File: src/rtl/regfile_wb_arbiter.sv
// Round-robin arbiter sharing the register-file write port between the ALU and load unit.
// A registered stage drives write_en/addressC/writeBack and doubles as the operand bypass source.
module regfile_wb_arbiter #(
   parameter int unsigned BUS_DATA_WIDTH = 64,
   parameter int unsigned REG_ADDR_WIDTH = 5
) (
   input  logic                      clk,
   input  logic                      reset_n,
   input  logic                      alu_valid,
   output logic                      alu_ready,
   input  logic [REG_ADDR_WIDTH-1:0] alu_addr,
   input  logic [BUS_DATA_WIDTH-1:0] alu_data,
   input  logic                      mem_valid,
   output logic                      mem_ready,
   input  logic [REG_ADDR_WIDTH-1:0] mem_addr,
   input  logic [BUS_DATA_WIDTH-1:0] mem_data,
   input  logic                      flush,
   output logic                      write_en,
   output logic [REG_ADDR_WIDTH-1:0] addressC,
   output logic [BUS_DATA_WIDTH-1:0] writeBack,
   output logic                      fwd_valid,
   output logic [REG_ADDR_WIDTH-1:0] fwd_addr,
   output logic [BUS_DATA_WIDTH-1:0] fwd_data,
   output logic [31:0]               wb_count
);

   typedef enum logic {
      PRIO_ALU = 1'b0,
      PRIO_MEM = 1'b1
   } prio_t;

   prio_t                     r_prio;
   prio_t                     w_prio_next;
   logic                      r_write_en;
   logic [REG_ADDR_WIDTH-1:0] r_addr;
   logic [BUS_DATA_WIDTH-1:0] r_data;
   logic [31:0]               r_wb_count;

   logic                      w_grant_alu;
   logic                      w_grant_mem;
   logic                      w_xfer_alu;
   logic                      w_xfer_mem;
   logic                      w_xfer;
   logic [REG_ADDR_WIDTH-1:0] w_sel_addr;
   logic [BUS_DATA_WIDTH-1:0] w_sel_data;
   logic                      w_stage_we;

   always_comb begin
      w_grant_alu = 1'b0;
      w_grant_mem = 1'b0;
      w_sel_addr  = alu_addr;
      w_sel_data  = alu_data;
      w_prio_next = r_prio;

      if (alu_valid && (!mem_valid || r_prio == PRIO_ALU)) begin
         w_grant_alu = 1'b1;
      end else if (mem_valid) begin
         w_grant_mem = 1'b1;
      end

      // Readies are forced low during reset so nothing is consumed before the stage is live.
      w_xfer_alu = w_grant_alu & ~flush & reset_n;
      w_xfer_mem = w_grant_mem & ~flush & reset_n;
      w_xfer     = w_xfer_alu | w_xfer_mem;

      if (w_xfer_mem) begin
         w_sel_addr = mem_addr;
         w_sel_data = mem_data;
      end

      if (flush) begin
         w_prio_next = PRIO_ALU;
      end else if (w_xfer_alu) begin
         w_prio_next = PRIO_MEM;
      end else if (w_xfer_mem) begin
         w_prio_next = PRIO_ALU;
      end

      w_stage_we = w_xfer && (w_sel_addr != '0);
   end

   always_ff @(posedge clk or negedge reset_n) begin
      if (!reset_n) begin
         r_prio     <= PRIO_ALU;
         r_write_en <= 1'b0;
         r_addr     <= '0;
         r_data     <= '0;
         r_wb_count <= '0;
      end else begin
         r_prio     <= w_prio_next;
         r_write_en <= w_stage_we;
         if (w_xfer) begin
            r_addr <= w_sel_addr;
            r_data <= w_sel_data;
         end
         // A flushed staged write is dropped from the count even though the file sampled it.
         if (r_write_en && !flush) begin
            r_wb_count <= r_wb_count + 32'd1;
         end
      end
   end

   assign alu_ready = w_xfer_alu;
   assign mem_ready = w_xfer_mem;
   assign write_en  = r_write_en;
   assign addressC  = r_addr;
   assign writeBack = r_data;
   assign fwd_valid = r_write_en;
   assign fwd_addr  = r_addr;
   assign fwd_data  = r_data;
   assign wb_count  = r_wb_count;

endmodule
File: config.mk
export PLATFORM = sky130hd
export DESIGN_NAME = regfile_wb_arbiter
export DESIGN_NICKNAME = d
export VERILOG_FILES = /design/src/rtl/regfile_wb_arbiter.sv
export SDC_FILE = /design/constraint.sdc
export NUM_CORES = 1
export LEC_CHECK = 0
export ABC_AREA = 1
export CAP_MARGIN = 20
export CORE_AREA = 2 2 122 124
export DETAILED_ROUTE_END_ITERATION = 10
export DIE_AREA = 0 0 124 126
export PLACE_DENSITY = 0.82
export SYNTH_ARGS = -nofsm -noshare
export SYNTH_HDL_FRONTEND = slang
export SYNTH_SLANG_ARGS = --single-unit
File: constraint.sdc
create_clock -name clk -period 2.7 [get_ports clk]
set_clock_uncertainty 0.1 [all_clocks]
set_input_delay 0.405 -clock clk [delete_from_list [all_inputs] [get_ports clk]]
set_output_delay 0.405 -clock clk [all_outputs]
set_load 0.05 [all_outputs]
==> impl_metrics.env <==
export IMPL_outcome="completed"
export IMPL_die_area_um2=15600
export IMPL_setup_violations=0
export IMPL_cts_root_buf="clkbuf_16"
export IMPL_dp_hpwl_mm=13.6
export IMPL_r2r_end="fwd_valid"
export IMPL_grt_max_degree=76
export IMPL_synth_top_area_share=0.461
export IMPL_timing_final_ws_setup_ps=344
export IMPL_power_switching_mw=2.60
export IMPL_p_per_area_nw_per_um2=699
export IMPL_r2r_cells=7
export IMPL_routed_wl_mm=17.8
export IMPL_relSlewSlack=0.445
export IMPL_tritoncts_num_buffers=9
export IMPL_grtUsageTotal=0.227
export IMPL_max_clock_path_buffers=2
export IMPL_yosys_warnings=0
export IMPL_path_cells="dlygate4sd3_1 -> buf_4 -> inv_1 -> nor2_1 -> nand2_2 -> inv_2 -> buf_12"
export IMPL_dieHeight_um=126
export IMPL_maxCapViolCount=0
export IMPL_grt_first_pass_wirelength_mm=27.4
export IMPL_num_antenna_cells=0
export IMPL_synth_top_area_cell="dfrtp_1"
export IMPL_synth_seq_cells=103
export IMPL_reg2reg_from="r_prio"
export IMPL_grt_setup_unrepaired="false"
export IMPL_grt_overflow=0
export IMPL_cp_slowest_stage_delay_ps=560
export IMPL_wl_per_cell_um=16.2
export IMPL_antenna_found_initial=0
export IMPL_drt_pass1_iterations=4
export IMPL_critPathLaunch="reset_n"
export IMPL_power_leakage_nw=3.83
export IMPL_clock_latency_ps=340
export IMPL_drc=0
export IMPL_start_kind="input pin"
export IMPL_crit_arrival_ps=1850
export IMPL_path_class="input pin to output pin"
export IMPL_port_buffers=316
export IMPL_cts_tree="yes"
export IMPL_period_share=0.873
export IMPL_worst_ep_required_time_ps=2190
export IMPL_cts_sinks=103
export IMPL_syn_avg_cell_area_um2=8.34
export IMPL_synth_seq_area_share=0.461
export IMPL_drt_iter0_markers=341
export IMPL_row_count=44
export IMPL_path_clk_slew_ps=70
export IMPL_fp_dieW_um=124
export IMPL_grt_pass1_vias=5252
export IMPL_worst_pin_slew_ps=832
export IMPL_combPwrFrac=0.457
export IMPL_initial_core_util=0.391
export IMPL_hold_path_class="flip-flop to flip-flop"
export IMPL_end_kind="output pin"
export IMPL_post_cts_resized=0
export IMPL_gp_congestion=0.898
export IMPL_core_area_um2=14300
export IMPL_synth_fp_nets=814
export IMPL_synth_cell_type_count=23
export IMPL_drive_gt1_frac=0.0546
export IMPL_ant_nets=0
export IMPL_clkPwrFrac=0.214
export IMPL_vias=5376
export IMPL_pre_cts_slack_ps=357
export IMPL_ir_worst_vdd_mv=0.612
export IMPL_io_pins=317
export IMPL_hold_viol=0
export IMPL_via_per_inst=4.89
export IMPL_area_growth_pct=54.2
export IMPL_ys_top_cells_by_area="dfrtp_1 46%, nand2_1 13%, nand3_1 13%"
export IMPL_synthCells=670
export IMPL_finalSetupTns_ps=0
export IMPL_htreeDepth=3
export IMPL_min_period_ps=2360
export IMPL_finish_net_count=1054
export IMPL_synth_area_um2=5590
export IMPL_reg2reg_slack_ps=1030
export IMPL_crit_path_end="alu_ready"
export IMPL_final_max_slew_viol_count=0
export IMPL_p_sw_frac=0.432
export IMPL_power_internal_mw=3.42
export IMPL_crit_slowest_cell="dlygate4sd3_1"
export IMPL_max_freq_mhz=424
export IMPL_power_frac_seq=0.328
export IMPL_cp_max_fo=17
[cells by family (layout without fill, tap and decap cells)]
logic type	Yosys count	after routing	synth area share
adder cells (fa/ha/maj)	1	1	0.00224
flip-flops	103	103	0.461
buffers and inverters	137	382	0.170
AO/OA/AOI/OAI	10	10	0.0101
XOR/XNOR	23	23	0.0360
AND/OR/NAND/NOR	396	396	0.320
[layout make-up]
cell class | count | area, um^2
fill | 1223 | 5690
timing repair buffer | 328 | 3310
sequential | 103 | 2580
multi-input combinational | 430 | 2060
clock buffer | 14 | 284
tap | 184 | 230
inverter | 38 | 143
clock inverter | 2 | 12.5
[worst min-delay path by stage]
stage,cells past startpoint,start,endpoint,slack (ps)
after global placement,1,reset_n,wb_count[8],190
final,1,wb_count[13],wb_count[13],390
after CTS,1,wb_count[13],wb_count[13],390
after floorplan,0,reset_n,addressC[0],9
after global routing,1,wb_count[13],wb_count[13],420
after detailed placement,1,reset_n,wb_count[8],190
[layer usage]
layer / vias up / GRT usage / share of wire
met5: - / 0 / 0
met4: 0 / 0.0747 / 0.022
met3: 25 / 0.0489 / 0.072
met2: 220 / 0.393 / 0.50
met1: 2571 / 0.278 / 0.40
li1: 2560 / - / -
[flip-flops by register name (all words and copies together), names as in the netlist]
register	cells
r_prio	1
addressC	5
wb_count	32
fwd_valid	1
fwd_data	64
[synthesized netlist by cell type]
library cell / n
xnor2_1: 14
nand3_1: 146
a21oi_2: 1
nor2_4: 5
inv_1: 35
buf_2: 4
nand3_2: 2
a21o_1: 1
nand2_2: 5
nand3b_1: 2
nand2_1: 197
dfrtp_1: 103
o21ai_0: 8
inv_2: 3
nand2_4: 2
ha_1: 1
nand4_1: 8
nor2_2: 3
buf_4: 75
nor3_1: 8
nor2_1: 18
buf_6: 20
xor2_1: 9
[worst max-delay path: cells and delay by family]
| kind | cells | cell delay [ps] |
|---|---|---|
| buf+inv | 5 | 1150 |
| simple gates | 2 | 270 |
[power groups by stage]
stage          combinational [mW]  clock [mW]  sequential [mW]
2_1_floorplan                1.21           0             2.68
3_3_place_gp                 2.74           0             2.00
3_5_place_dp                 2.76           0             2.00
4_1_cts                      2.77        1.33             1.98
5_1_grt                      2.87        1.39             2.00
6_report                     2.76        1.29             1.98
[what timing repair did]
action,CTS,global route
setup endpoints to repair,0,0
endpoints found under the hold margin,13,0
hold buffers,1,0
buffers inserted,0,0
[stage by stage]
step                      cells  hold WS [ps]  cell area, um^2  power, mW   util
after floorplan             670          9.41             5590       3.89      -
after global placement     1082           187             8310       4.74  0.581
after detailed placement   1082           193             8310       4.77  0.581
after CTS                  1099           394             8620       6.08  0.602
after global routing       1099           423             8620       6.26  0.602
final                      1099           392             8620       6.03  0.602
[cells in the final DEF, fill, tap and decap left out, drive strengths merged]
| cell type | instances |
|---|---|
| nand3 | 148 |
| nor2 | 26 |
| nand2 | 204 |
| a21o | 1 |
| dfrtp | 103 |
| xnor2 | 14 |
| nand3b | 2 |
| clkinv | 1 |
| clkinvlp | 1 |
| o21ai | 8 |
| a21oi | 1 |
| xor2 | 9 |
| buf | 14 |
| ha | 1 |
| nand4 | 8 |
| nor3 | 8 |
| inv | 38 |
| dlygate4sd3 | 1 |
| clkdlybuf4s50 | 313 |
| clkbuf | 14 |
No activity file was read; power rests on OpenSTA's default activity.
